===== src/rtl/corr_result_collector.sv =====
// Round-robin collector for correlator results: masters the register bus to read
// Cnt/Low/High/Status of a ready channel and queues the record in a fall-through FIFO.
module corr_result_collector #(
    parameter int          NCH        = 32,
    parameter logic [31:0] CORR_BASE  = 32'hFE000700,
    parameter logic [31:0] CH_STRIDE  = 32'h10,
    parameter int          FIFO_DEPTH = 8
) (
    input  logic            clk,
    input  logic            rst_n,
    input  logic            enable,
    input  logic [NCH-1:0]  seen,
    output logic            bus_req,
    input  logic            bus_gnt,
    output logic [31:0]     bus_addr,
    output logic            bus_read,
    input  logic [31:0]     bus_rdata,
    output logic            res_valid,
    input  logic            res_ready,
    output logic [100:0]    res_data,
    output logic [3:0]      fifo_level,
    output logic            busy
);

    localparam int         CHW     = (NCH > 1) ? $clog2(NCH) : 1;
    localparam int         AW      = $clog2(FIFO_DEPTH);
    localparam logic [3:0] DEPTH_L = 4'(FIFO_DEPTH);

    typedef enum logic [2:0] {
        S_IDLE    = 3'd0,
        S_REQ     = 3'd1,
        S_RD_CNT  = 3'd2,
        S_RD_LOW  = 3'd3,
        S_RD_HIGH = 3'd4,
        S_RD_STAT = 3'd5,
        S_PUSH    = 3'd6
    } state_t;

    state_t           state_r, state_n_s;
    logic [CHW-1:0]   ch_r, rr_r, clr_ch_r, sel_ch_s, rr_idx_s;
    logic [31:0]      cnt_r, low_r, high_r, base_s;
    logic [NCH-1:0]   hold_r, pending_s, set_mask_s, clr_mask_s;
    logic             clr_v_r, sel_found_s, start_s, push_s, pop_s;
    logic [100:0]     mem_r [FIFO_DEPTH];
    logic [AW-1:0]    wr_ptr_r, rd_ptr_r;
    logic [3:0]       count_r;

    // Held channels stay masked until their seen flag has had time to drop.
    assign pending_s  = seen & ~hold_r;
    assign set_mask_s = start_s ? (NCH'(1) << sel_ch_s) : '0;
    assign clr_mask_s = clr_v_r ? (NCH'(1) << clr_ch_r) : '0;
    assign base_s     = CORR_BASE + (32'(ch_r) * CH_STRIDE);

    // Round-robin search: first pending channel at or after rr, wrapping.
    always_comb begin
        sel_found_s = 1'b0;
        sel_ch_s    = rr_r;
        rr_idx_s    = rr_r;
        for (int i = 0; i < NCH; i++) begin
            rr_idx_s = rr_r + CHW'(i);
            if (pending_s[rr_idx_s] && !sel_found_s) begin
                sel_found_s = 1'b1;
                sel_ch_s    = rr_idx_s;
            end else begin
                sel_ch_s    = sel_ch_s;
            end
        end
    end

    // FSM state register.
    always_ff @(posedge clk or negedge rst_n) begin
        if (!rst_n) begin
            state_r <= S_IDLE;
        end else begin
            state_r <= state_n_s;
        end
    end

    // Next state and bus strobes; a read happens only in a granted cycle.
    always_comb begin
        state_n_s = state_r;
        bus_req   = 1'b0;
        bus_read  = 1'b0;
        bus_addr  = 32'h0000_0000;
        start_s   = 1'b0;
        case (state_r)
            S_IDLE: begin
                if (enable && sel_found_s && (count_r < DEPTH_L)) begin
                    start_s   = 1'b1;
                    state_n_s = S_REQ;
                end else begin
                    state_n_s = S_IDLE;
                end
            end
            S_REQ: begin
                bus_req = 1'b1;
                if (bus_gnt) state_n_s = S_RD_CNT;
                else         state_n_s = S_REQ;
            end
            S_RD_CNT, S_RD_LOW, S_RD_HIGH, S_RD_STAT: begin
                bus_req = 1'b1;
                if (bus_gnt) begin
                    bus_read = 1'b1;
                    case (state_r)
                        S_RD_CNT:  begin bus_addr = base_s;                state_n_s = S_RD_LOW;  end
                        S_RD_LOW:  begin bus_addr = base_s + 32'h0000_0004; state_n_s = S_RD_HIGH; end
                        S_RD_HIGH: begin bus_addr = base_s + 32'h0000_0008; state_n_s = S_RD_STAT; end
                        default:   begin bus_addr = base_s + 32'h0000_000C; state_n_s = S_PUSH;    end
                    endcase
                end else begin
                    state_n_s = state_r;
                end
            end
            S_PUSH:  state_n_s = S_IDLE;
            default: state_n_s = S_IDLE;
        endcase
    end

    // Channel selection, captured read data, hold mask and rr pointer.
    always_ff @(posedge clk or negedge rst_n) begin
        if (!rst_n) begin
            ch_r     <= '0;
            rr_r     <= '0;
            cnt_r    <= 32'h0000_0000;
            low_r    <= 32'h0000_0000;
            high_r   <= 32'h0000_0000;
            hold_r   <= '0;
            clr_v_r  <= 1'b0;
            clr_ch_r <= '0;
        end else begin
            hold_r   <= (hold_r | set_mask_s) & ~clr_mask_s;
            clr_v_r  <= bus_read && (state_r == S_RD_STAT);
            clr_ch_r <= ch_r;
            if (start_s) ch_r <= sel_ch_s;
            if (state_r == S_PUSH) rr_r <= ch_r + CHW'(1);
            if (bus_read) begin
                case (state_r)
                    S_RD_CNT:  cnt_r  <= bus_rdata;
                    S_RD_LOW:  low_r  <= bus_rdata;
                    S_RD_HIGH: high_r <= bus_rdata;
                    default:   cnt_r  <= cnt_r;
                endcase
            end
        end
    end

    assign push_s = (state_r == S_PUSH);
    assign pop_s  = res_valid && res_ready;

    // Result FIFO storage and occupancy.
    always_ff @(posedge clk or negedge rst_n) begin
        if (!rst_n) begin
            for (int i = 0; i < FIFO_DEPTH; i++) mem_r[i] <= '0;
            wr_ptr_r <= '0;
            rd_ptr_r <= '0;
            count_r  <= 4'd0;
        end else begin
            if (push_s) begin
                mem_r[wr_ptr_r] <= {5'(ch_r), cnt_r, high_r, low_r};
                wr_ptr_r        <= wr_ptr_r + AW'(1);
            end
            if (pop_s) rd_ptr_r <= rd_ptr_r + AW'(1);
            case ({push_s, pop_s})
                2'b10:   count_r <= count_r + 4'd1;
                2'b01:   count_r <= count_r - 4'd1;
                default: count_r <= count_r;
            endcase
        end
    end

    assign res_valid  = (count_r != 4'd0);
    assign res_data   = mem_r[rd_ptr_r];
    assign fifo_level = count_r;
    assign busy       = (state_r != S_IDLE);

endmodule


===== config.mk =====
export PLATFORM = sky130hd
export DESIGN_NAME = corr_result_collector
export DESIGN_NICKNAME = d
export VERILOG_FILES = /design/src/rtl/corr_result_collector.sv
export SDC_FILE = /design/constraint.sdc
export NUM_CORES = 2
export LEC_CHECK = 0
export CAP_MARGIN = 15
export CORE_ASPECT_RATIO = 1.5
export CORE_UTILIZATION = 65
export DETAILED_ROUTE_END_ITERATION = 7
export HOLD_SLACK_MARGIN = 0.02
export PLACE_DENSITY = 0.92
export SLEW_MARGIN = 0
export SYNTH_ARGS = -nofsm -noshare
export SYNTH_HDL_FRONTEND = slang
export SYNTH_SLANG_ARGS = --single-unit

===== constraint.sdc =====
create_clock -name clk -period 9.3 [get_ports clk]
set_input_delay 2.325 -clock clk [delete_from_list [all_inputs] [get_ports clk]]
set_output_delay 2.325 -clock clk [all_outputs]
set_load 0.05 [all_outputs]

==> flow_summary.yaml <==
status:
  status: "finished clean"
yosys:
  synth_top_area_share_pct: 49.0
  yosys-top-cells-area: "dfrtp_1, mux2_2, mux4_2"
  synth_seq_cells: 965
  netlist-cell-type-count: 93
  synthArstFlopShare_pct: 100
  syn_avg_cell_area_um2: 14.3
  synth_warnings: 0
  syn-cell-area_um2: 49200
  post-synth-top-count-cell: "mux2_2"
  syn-instance-count: 3434
  synth_top_area_cell: "dfrtp_1"
  synth_common_cells: "mux2_2, dfrtp_1, mux4_2"
  ys.flop_type: "dfrtp_1"
  synth_edf_count: 0
  ys_seq_area_share_pct: 49.0
cells_and_area:
  final_cells: 4614
  nFillCells: 4321
  final_nets: 3627
  layout-drive-gt1-share_pct: 43.1
  multi_input_area_um2: 24000
  seq_area_um2: 24200
  syn_to_final_growth_pct: 11.8
die:
  dieArea_um2: 76900
  die_w_um: 227
  fp.coreArea_um2: 74900
  io_pins: 210
  rows: 123
  initial_core_util_pct: 65.7
  die_h_um: 339
detailed_routing:
  route.detailed.drc: 0
  routed_wl_um: 149000
  antenna_left: 0
  drt_iter0_drc: 2881
  via_count: 32450
  dr.pass1.iters: 6
  wl_per_cell_um: 32.3
  vias_per_cell: 7.03
clocking:
  clkSinkCount: 965
  clkSlewWorstSetupHoldPaths_ps: 60
  post_cts_buffers: 0
  ctsResizeCount: 0
  cts_inserted_buffers: 88
  htree_levels: 3
  cts_root_buf: "clkbuf_16"
  hold_buffers: 0
  cts_tree: "built"
  insertion_delay_ps: 670
  cts_buffer_depth: 3
timing:
  hold_viol: 0
  setup_viol: 0
  finalSetupTns_ps: 0
  timing.final.crit_share_pct: 79.3
  tightest_slew_ps: 1270
  maxSlewHeadroom_pct: 14.5
  timing.final.ws_setup_ps: 1930
  rsz0062_at_grt: "false"
  finalMaxSlewViolations: 0
  min_period_ps: 7370
  fmaxAchievable_ghz: 0.136
  skew_ps: 30.7
pwr:
  power_frac_seq_pct: 30.9
  p_sw_w: 0.00931
  power_w: 0.0207
  p_per_area_nw_per_um2: 377
  pwr-share-comb_pct: 50.8
  p_sw_share_pct: 44.9
  clkPwrFrac_pct: 18.3
  leakage_nw: 25.3
  p_int_w: 0.0114
  ir_drop_mv: 0.260
critical_path:
  timing.reg2reg.worst_path_depth: 15
  crit_path_max_fanout: 15
  startpoint_type: "primary input"
  critPathArrivalTime_ps: 5050
  worstPathRequired_ps: 6980
  r2r_setup_slack_ps: 2070
  worstSetupEndpointType: "output port"
  path_class: "primary input to output port"
placed_design:
  pre_cts_ws_ps: 1540
  portBuffers: 194
  gp_congestion: 1.04
  dpl.hpwl_um: 89900
  dp_cells: 4449
global_routing:
  grt_usage_pct: 40.1
  grt_pass1_vias: 34978
  grt_pass1_wl_um: 225000
  antenna_found_initial: 11
  grt_overflow_total: 0
  grt_max_degree: 195
min_path:
  hold_path.class: "flip-flop to flip-flop"
  holdPathStages: 1
run:
  max_cap_violations: 0
[cell type report]
| class | count | share of cell area [%] |
|---|---|---|
| well taps | 1000 | 2.27 |
| repair buffers | 255 | 4.53 |
| flip-flops and latches | 965 | 43.9 |
| inverters | 20 | 0.136 |
| clock buffers | 122 | 4.54 |
| diodes | 4 | 0.0182 |
| multi-input cells | 2209 | 43.6 |
| clock inverters | 39 | 0.955 |
[worst max-delay path, stage by stage]
cell and delay, ps:
clkdlybuf4s50_1 700, o21a_1 790, and2_1 230, clkdlybuf4s50_1 980
[worst paths after layout]
path / startpoint / to
min: mem_r[580] / mem_r[580]
min in group asynchronous: rst_n / mem_r[402]
max reg2reg: rr_r[1] / hold_r[22]
min reg2reg: mem_r[580] / mem_r[580]
max in group asynchronous: rst_n / mem_r[659]
max: bus_gnt / bus_addr[2]
[sequential cells by signal, summed over array words and instances (netlist names)]
signal,count
rr_r,5
fifo_level,4
wr_ptr_r,3
low_r,32
high_r,32
rd_ptr_r,3
state_r,3
clr_v_r,1
ch_r,5
clr_ch_r,5
hold_r,32
cnt_r,32
mem_r,808
[kinds of logic after synthesis]
group / count (synthesis) / share of synthesized area, %
simple gates: 449 / 4.87
other cells: 1 / 0.00762
flops: 965 / 49.0
fa+ha+maj: 19 / 0.498
compound gates: 292 / 4.10
mux: 1391 / 38.3
buf+inv: 274 / 2.44
xor+xnor: 43 / 0.765
[cells in the final DEF, fill, tap and decap left out, types with 34 or more instances in the layout]
master,n
clkdlybuf4s50_1,193
mux2_2,1018
buf_4,54
dfrtp_1,960
nor2b_1,47
a21oi_1,56
clkbuf_16,89
nand2b_1,42
nand2_1,91
mux4_2,291
nor2_1,99
mux2i_1,82
o21ai_0,49
nor3_1,34
[layer usage]
layer,vias up,GRT usage [%],routed length [µm],share of wire (%)
met2,1704,63.9,72700,49
met4,18,33.4,14300,9.6
met5,-,0,122,0.082
met3,626,10.3,12000,8.1
li1,13163,-,-,-
met1,16939,45.2,49800,33
[through the flow]
stage	cell area [µm²]	utilization [%]	hold WS, ps
after floorplan	49300	-	397
after CTS	55000	73.4	502
after global placement	52000	69.4	481
final	55000	73.4	500
after detailed placement	52000	69.4	487
after global routing	55000	73.4	514
[power by group through the flow]
stage	Sequential, W	Clock (W)	Combinational [W]
final	0.00641	0.00380	0.0105
after global routing	0.00653	0.00397	0.0109
after CTS	0.00636	0.00382	0.0101
after detailed placement	0.00636	0	0.0100
after global placement	0.00626	0	0.00997
after floorplan	0.00579	0	0.00722
Note: power is estimated with default switching activity, not from simulation.
